`src/rtl/mcycle_ctrl_pkg.sv`:
```
// ============================================================================
// Module      : mcycle_ctrl_pkg
// Description : State encodings, opcodes and opcode classification shared by
//               the multicycle sequencer and its performance counters.
// Revision    : 1.0 - initial release
// ============================================================================
`default_nettype none

package mcycle_ctrl_pkg;

   typedef enum logic [2:0] {
      STATE_IF   = 3'd0,
      STATE_ID   = 3'd1,
      STATE_EX   = 3'd2,
      STATE_MEM  = 3'd3,
      STATE_WB   = 3'd4,
      STATE_HALT = 3'd5
   } state_t;

   localparam logic [5:0] OP_RTYPE      = 6'h00;
   localparam logic [5:0] OP_J          = 6'h02;
   localparam logic [5:0] OP_JAL        = 6'h03;
   localparam logic [5:0] OP_BEQ        = 6'h04;
   localparam logic [5:0] OP_BNE        = 6'h05;
   localparam logic [5:0] OP_ALUI_FIRST = 6'h08;
   localparam logic [5:0] OP_ALUI_LAST  = 6'h0F;
   localparam logic [5:0] OP_LW         = 6'h23;
   localparam logic [5:0] OP_SW         = 6'h2B;
   localparam logic [5:0] OP_HALT       = 6'h3E;

   typedef enum logic [2:0] {
      CLS_BRANCH  = 3'd0,
      CLS_MEM     = 3'd1,
      CLS_WB      = 3'd2,
      CLS_HALT    = 3'd3,
      CLS_ILLEGAL = 3'd4
   } op_class_t;

   // Selects the path an instruction takes after EX.
   function automatic op_class_t op_class(input logic [5:0] op);
      op_class_t cls;
      cls = CLS_ILLEGAL;
      if (op == OP_HALT)
         cls = CLS_HALT;
      else if (op == OP_LW || op == OP_SW)
         cls = CLS_MEM;
      else if (op == OP_BEQ || op == OP_BNE || op == OP_J)
         cls = CLS_BRANCH;
      else if (op == OP_JAL || op == OP_RTYPE ||
               (op >= OP_ALUI_FIRST && op <= OP_ALUI_LAST))
         cls = CLS_WB;
      return cls;
   endfunction

endpackage

`default_nettype wire

```
`src/rtl/mcycle_ctrl_perf_ctr.sv`:
```
// ============================================================================
// Module      : perf_ctr
// Description : Active-cycle and retired-instruction counters, both 32-bit
//               and wrapping.
// Revision    : 1.0 - initial release
// ============================================================================
`default_nettype none

module perf_ctr
   import mcycle_ctrl_pkg::*;
(
   input  logic        clk,
   input  logic        rst_n,
   input  state_t      state,
   input  logic        run,
   input  logic        pc_we,
   output logic [31:0] cycle_cnt,
   output logic [31:0] instr_cnt
);

   logic [31:0] r_cycle_cnt;
   logic [31:0] r_instr_cnt;
   logic        w_active;

   // An idle fetch (run low) and a parked core do not count as active.
   assign w_active = (state != STATE_HALT) && ((state != STATE_IF) || run);

   always_ff @(posedge clk or negedge rst_n) begin
      if (!rst_n) begin
         r_cycle_cnt <= '0;
         r_instr_cnt <= '0;
      end else begin
         if (w_active)
            r_cycle_cnt <= r_cycle_cnt + 32'd1;
         if (pc_we)
            r_instr_cnt <= r_instr_cnt + 32'd1;
      end
   end

   assign cycle_cnt = r_cycle_cnt;
   assign instr_cnt = r_instr_cnt;

endmodule

`default_nettype wire

```
`src/rtl/mcycle_ctrl.sv`:
```
// ============================================================================
// Module      : mcycle_ctrl
// Description : Multicycle IF/ID/EX/MEM/WB sequencer with memory handshakes,
//               PC/RF write strobes and sticky illegal-opcode halt.
//               Define PERF_CNT_EN to build the cycle/instruction counters.
// Revision    : 1.0 - initial release
// ============================================================================
`default_nettype none

module mcycle_ctrl
   import mcycle_ctrl_pkg::*;
(
   input  logic        clk,
   input  logic        rst_n,
   input  logic        run,
   input  logic [5:0]  opcode,
   input  logic        imem_ready,
   input  logic        dmem_ready,
   output logic [2:0]  state,
   output logic        imem_req,
   output logic        dmem_req,
   output logic        dmem_we,
   output logic        pc_we,
   output logic        rf_we,
   output logic        halted,
   output logic        illegal,
   output logic [31:0] cycle_cnt,
   output logic [31:0] instr_cnt
);

   state_t    r_state;
   state_t    w_state_nxt;
   logic      r_illegal;
   logic      w_illegal_set;
   op_class_t w_cls;

   assign w_cls = op_class(opcode);

   always_ff @(posedge clk or negedge rst_n) begin
      if (!rst_n) begin
         r_state   <= STATE_IF;
         r_illegal <= 1'b0;
      end else begin
         r_state <= w_state_nxt;
         if (w_illegal_set)
            r_illegal <= 1'b1;
      end
   end

   always_comb begin
      w_state_nxt   = r_state;
      w_illegal_set = 1'b0;
      imem_req      = 1'b0;
      dmem_req      = 1'b0;
      dmem_we       = 1'b0;
      pc_we         = 1'b0;
      rf_we         = 1'b0;
      halted        = 1'b0;
      case (r_state)
         STATE_IF: begin
            imem_req = run;
            if (run && imem_ready)
               w_state_nxt = STATE_ID;
         end
         STATE_ID: begin
            w_state_nxt = STATE_EX;
         end
         STATE_EX: begin
            case (w_cls)
               CLS_HALT:   w_state_nxt = STATE_HALT;
               CLS_MEM:    w_state_nxt = STATE_MEM;
               CLS_WB:     w_state_nxt = STATE_WB;
               CLS_BRANCH: begin
                  pc_we       = 1'b1;
                  w_state_nxt = STATE_IF;
               end
               default: begin
                  w_state_nxt   = STATE_HALT;
                  w_illegal_set = 1'b1;
               end
            endcase
         end
         STATE_MEM: begin
            dmem_req = 1'b1;
            dmem_we  = (opcode == OP_SW);
            // Stores retire here; loads still need a writeback cycle.
            if (dmem_ready) begin
               if (opcode == OP_SW) begin
                  pc_we       = 1'b1;
                  w_state_nxt = STATE_IF;
               end else begin
                  w_state_nxt = STATE_WB;
               end
            end
         end
         STATE_WB: begin
            rf_we       = 1'b1;
            pc_we       = 1'b1;
            w_state_nxt = STATE_IF;
         end
         STATE_HALT: begin
            halted = 1'b1;
         end
         default: begin
            w_state_nxt   = STATE_HALT;
            w_illegal_set = 1'b1;
         end
      endcase
   end

   assign state   = r_state;
   assign illegal = r_illegal;

`ifdef PERF_CNT_EN
   perf_ctr u_perf_ctr (
      .clk       (clk),
      .rst_n     (rst_n),
      .state     (r_state),
      .run       (run),
      .pc_we     (pc_we),
      .cycle_cnt (cycle_cnt),
      .instr_cnt (instr_cnt)
   );
`else
   assign cycle_cnt = '0;
   assign instr_cnt = '0;
`endif

endmodule

`default_nettype wire

```
`config.mk`:
```
export PLATFORM = sky130hd
export DESIGN_NAME = mcycle_ctrl
export DESIGN_NICKNAME = d
export VERILOG_FILES = /design/src/rtl/mcycle_ctrl_pkg.sv /design/src/rtl/mcycle_ctrl_perf_ctr.sv /design/src/rtl/mcycle_ctrl.sv
export SDC_FILE = /design/constraint.sdc
export NUM_CORES = 1
export LEC_CHECK = 0
export BUFFER_PORTS_ARGS = -buffer_cell sky130_fd_sc_hd__buf_2
export CAP_MARGIN = 20
export CELL_PAD_IN_SITES_DETAIL_PLACEMENT = 0
export CELL_PAD_IN_SITES_GLOBAL_PLACEMENT = 1
export CORE_UTILIZATION = 25
export CTS_BUF_LIST = sky130_fd_sc_hd__clkbuf_8
export CTS_CLUSTER_SIZE = 16
export DETAILED_ROUTE_END_ITERATION = 12
export GPL_TIMING_DRIVEN = 0
export PLACE_DENSITY = 0.91
export SYNTH_ARGS = -nofsm -noshare
export SYNTH_HDL_FRONTEND = slang
export SYNTH_SLANG_ARGS = --single-unit
```
`constraint.sdc`:
```
create_clock -name clk -period 2.4 [get_ports clk]
set_input_delay 0.12 -clock clk [delete_from_list [all_inputs] [get_ports clk]]
set_output_delay 0.12 -clock clk [all_outputs]
set_load 0.02 [all_outputs]
```
Word level (Yosys, flattened, before mapping). Index checks and enable logic that the tools add are counted.

Order comparisons: 2. Equality and inequality tests: 17. Multiplexer cells: 20. Bitwise logic cells: 1. Reduce and logical (&&, ||, !) cells: 13.

Operator list (number): two-way mux 3 bit (7); equality test 6 bit, second input constant (3); one-hot mux 3 bit (6 select lines) (1); equality test 3 x 2 -> 1 bit, second input constant (4); equality test 6 x 2 -> 1 bit, second input constant (2); equality test 6 x 3 -> 1 bit, second input constant (2); two-way mux 1 bit (9); one-hot mux 3 bit (3 select lines) (1); equality test 3 x 1 -> 1 bit, second input constant (2); equality test 3 bit, second input constant (2); >= comparator 6 x 4 -> 1 bit, second input constant (1); less-or-equal comparator 6 x 4 -> 1 bit, second input constant (1); zero test 3 bit (2); zero test 6 bit (1); logical OR 1 bit (5); OR reduction 5 bit (1); != test 2 bit, second input constant (2); OR reduction 4 bit (1); one-hot mux 1 bit (3 select lines) (1); AND reduction 3 bit (1); logical AND 1 bit (2); one-hot mux 1 bit (2 select lines) (1); inverter 1 bit (1).

Register bits: 4. Bits of input ports: 11. Output and inout port bits: 74. Logic and storage cells: 55.

Longest topological paths before layout.
Depth in word-level cells: 11. Gate-level depth with buffers: 4.

Least setup slack after synthesis. OpenSTA, ideal clock, no wires.

Path kind: reg-to-reg. From: register r_state[1], in the netlist state[1]. To: register r_state[0], in the netlist state[0]. Library setup time: 0.090 ns. Arrival time: 1.728 ns. Setup slack: 0.582 ns. Stages on the path, launching flop included: 5. Buffers on the path: 1. Period minus slack after synthesis: 1.818 ns. Cells stage by stage: dfrtp_1 clkbuf_1 nor4b_1 nand2_1 o2111ai_1.

Longest elaborated chain between the ends: 3. Elaborated cells on any way between the ends: 11.

Ends and longest elaborated chain: start: declaration (line mcycle_ctrl.sv:31) `state_t r_state;`; start signal: assignment (line mcycle_ctrl.sv:44) `r_state <= w_state_nxt;`; equality test 3 x 2 -> 1 bit (tied with other cells) (line mcycle_ctrl.sv:59) `case (r_state)`; != test 2 bit (no line) or inverter 1 bit (tied branches); AND reduction 3 bit (no line).

Parallel ways exist; a longest one is shown, timed or not. A chain may end at the register's enable or synchronous reset.

Final worst setup path.
From: register r_state[0], in the netlist state[0]. To: output pc_we.

Longest elaborated chain between the ends: 2. Elaborated cells on any way between the ends: 4.

Ends and longest elaborated chain: equality test 3 bit or equality test 3 x 2 -> 1 bit (tied branches) (line mcycle_ctrl.sv:59); one-hot mux 1 bit (3 select lines) (*) (line mcycle_ctrl.sv:59); end: declaration (line mcycle_ctrl.sv:23) `output logic pc_we,`.

Every way passes the cells marked *; elsewhere a longest branch is shown, timed or not.

==> results.toml <==
[final_layout]
diodes = 0
seq_area_um2 = 100
layout-drive-gt1-share_pct = 46.7
final_cells = 241
synthToLayoutAreaGrowth_pct = 52.3
design_area_um2 = 1290
multi_input_area_um2 = 479
nets = 210
fillers = 321
final_util_pct = 41.2

[synth]
synth_seq_area_share_pct = 11.8
async_flop_share_pct = 100
synth_top_area_share_pct = 56.7
synthCells = 110
synth_area_leaders = "buf_4 (57%), dfrtp_1 (12%), nand2_1 (2.2%)"
synth_area_um2 = 847
synth_ff_type = "dfrtp_1"
netlist_top_cells_count = "buf_4 (64), nand2_1 (5), dfrtp_1 (4), nor2_1 (4), inv_1 (3)"
synth_most_common_cell = "buf_4"
syn_avg_cell_area_um2 = 7.70
synth_edf_count = 0
ys_warn_count = 0
synth_cell_types = 27
synth_top_area_cell = "buf_4"
ys_ff_latch = 4

[critical_path]
r2r_start = "state[1]"
critPathKind = "reg2out"
crit_fanout = 10
reg2reg_to = "state[1]"
arrival_ns = 1.85
worstRegToRegCells = 4
end_kind = "output port"
cp.required_ns = 2.28
start_kind = "flop"
rrSetupSlack_ns = 0.80

[drt]
num_vias = 789
post_drt_wl_per_cell_um = 7.02
remaining_drc_errors = 0
drt_wl_total_um = 1690
drtPass1Iterations = 4
viasPerCell = 3.27
drt_iter0_drc = 38
drtAntennaViolNets = 0

[die]
io_pins = 85
core_area_um2 = 3130
fp-row-count = 20
die_h_um = 60.2
die_x_um = 60.2
start_util_pct = 27.1
dieArea_um2 = 3630

[power]
peakVddDrop_mv = 0.0889
leakage_uw = 0.000797
total_power_uw = 406
powerDensity_nw_per_um2 = 315

[worst_hold_path]
hp-start = "imem_ready"
hold_depth = 3
hold-path-endpoint = "state[0]"
min_path_type = "in2reg"

[sta]
maxSlewViolCount = 0
fmax_ghz = 0.508
fin_crit_sh_pct = 82.0
skew_ns = 0.00171
hold_violations = 0
tns_ns = 0
rsz0062_at_grt = "false"
fin_crit_ns = 1.97
setup_viol_count_final = 0

[placement]
dp.final_hpwl_um = 1450
placed_area_um2 = 1240
dp_cells = 237
place_congestion = 0.792
numPortBuffers = 20

[grt]
grt_pass1_wl_um = 2350
antenna_found_initial = 0
track_usage_pct = 8.72
grt_pass1_vias = 556
gr-total-overflow = 0
grt_start_max_net_pins = 11

[clock_network]
cts_tree = "built"
cts-htree-levels = 1
numCtsBuffers = 3
cts_setup_buffers = 0
path_clk_slew_ns = 0.03
cts_buffer_depth = 2
clk_latency_ns = 0.22
clock_sinks = 4
root_buffer = "clkbuf_8"

[status]
run_status = "finished, final reports clean"

[flow_run]
maxCapViolations = 0
final cells by class:
type | count | share of cell area [%]
Buffer | 67 | 38.2
Multi-Input combinational cell | 99 | 37.1
Timing Repair Buffer | 21 | 8.54
Sequential cell | 4 | 7.76
Tap cell | 44 | 4.27
Clock buffer | 3 | 3.20
Inverter | 3 | 0.873
worst max-delay path, stage by stage, from the launching register on:
cell       delay [ns]
dfrtp_1          0.36
buf_2            0.18
or4_1            0.58
a2111oi_2        0.22
a211o_1          0.14
buf_2            0.15
report_power, final:
part           internal, uW  switching [uW]
logic                  81.6             115
registers              68.4           0.382
clock network           107            34.1
metal layers:
layer  vias to the layer above  wire (um)  track usage (%)
li1                        419          -                -
met1                       306        699             10.9
met2                        60        726             13.8
met3                         4        215             1.08
met4                         0         50             5.98
met5                         -          0                0
state kept, by name, indices dropped and copies added (netlist names):
| signal | count |
|---|---|
| state | 3 |
| illegal | 1 |
stage by stage:
step / setup slack (ns) / hold WS, ns
after global routing: 0.319 / 0.204
after floorplan: 0.582 / -0.176
final: 0.431 / 0.173
after global placement: 0.673 / -0.0744
after detailed placement: 0.661 / -0.0714
after CTS: 0.421 / 0.180
worst max path at each step:
stage	cells after the start	to	start
global placement	5	pc_we	state[0]
detailed placement	5	pc_we	state[0]
CTS	5	pc_we	state[0]
global route	5	pc_we	state[0]
finish	5	pc_we	state[0]
floorplan	4	state[0]	state[1]
kinds of logic (layout without fill, tap and decap cells):
| kind of cell | after synthesis | after routing | share of synthesized area (%) |
|---|---|---|---|
| buffers and inverters | 70 | 94 | 59.5 |
| and+or+nand+nor | 22 | 22 | 15.8 |
| AOI/OAI and AO/OA | 13 | 13 | 12.4 |
| DFF | 4 | 4 | 11.8 |
| other | 1 | 64 | 0.443 |
repair_timing:
| item | 4_1_cts | 5_1_grt |
|---|---|---|
| hold buffers | 1 | 0 |
| resized for setup | 0 | 0 |
| hold endpoints to repair | 4 | 0 |
cells in the final DEF, fill, tap and decap left out, drive strengths merged:
cell type,instances
nand2,5
nor2,4
a31oi,1
nor2b,1
nor3,2
o2111ai,1
nand4b,2
o21ai,1
and3,1
a2111oi,2
a21oi,2
a221o,1
dfrtp,4
nor4b,1
inv,3
dlygate4sd3,1
conb,64
a211oi,2
or4,2
buf,85
or3b,3
clkbuf,5
o221ai,2
a211o,1
or2b,1
Note: power is estimated with default switching activity, not from simulation.
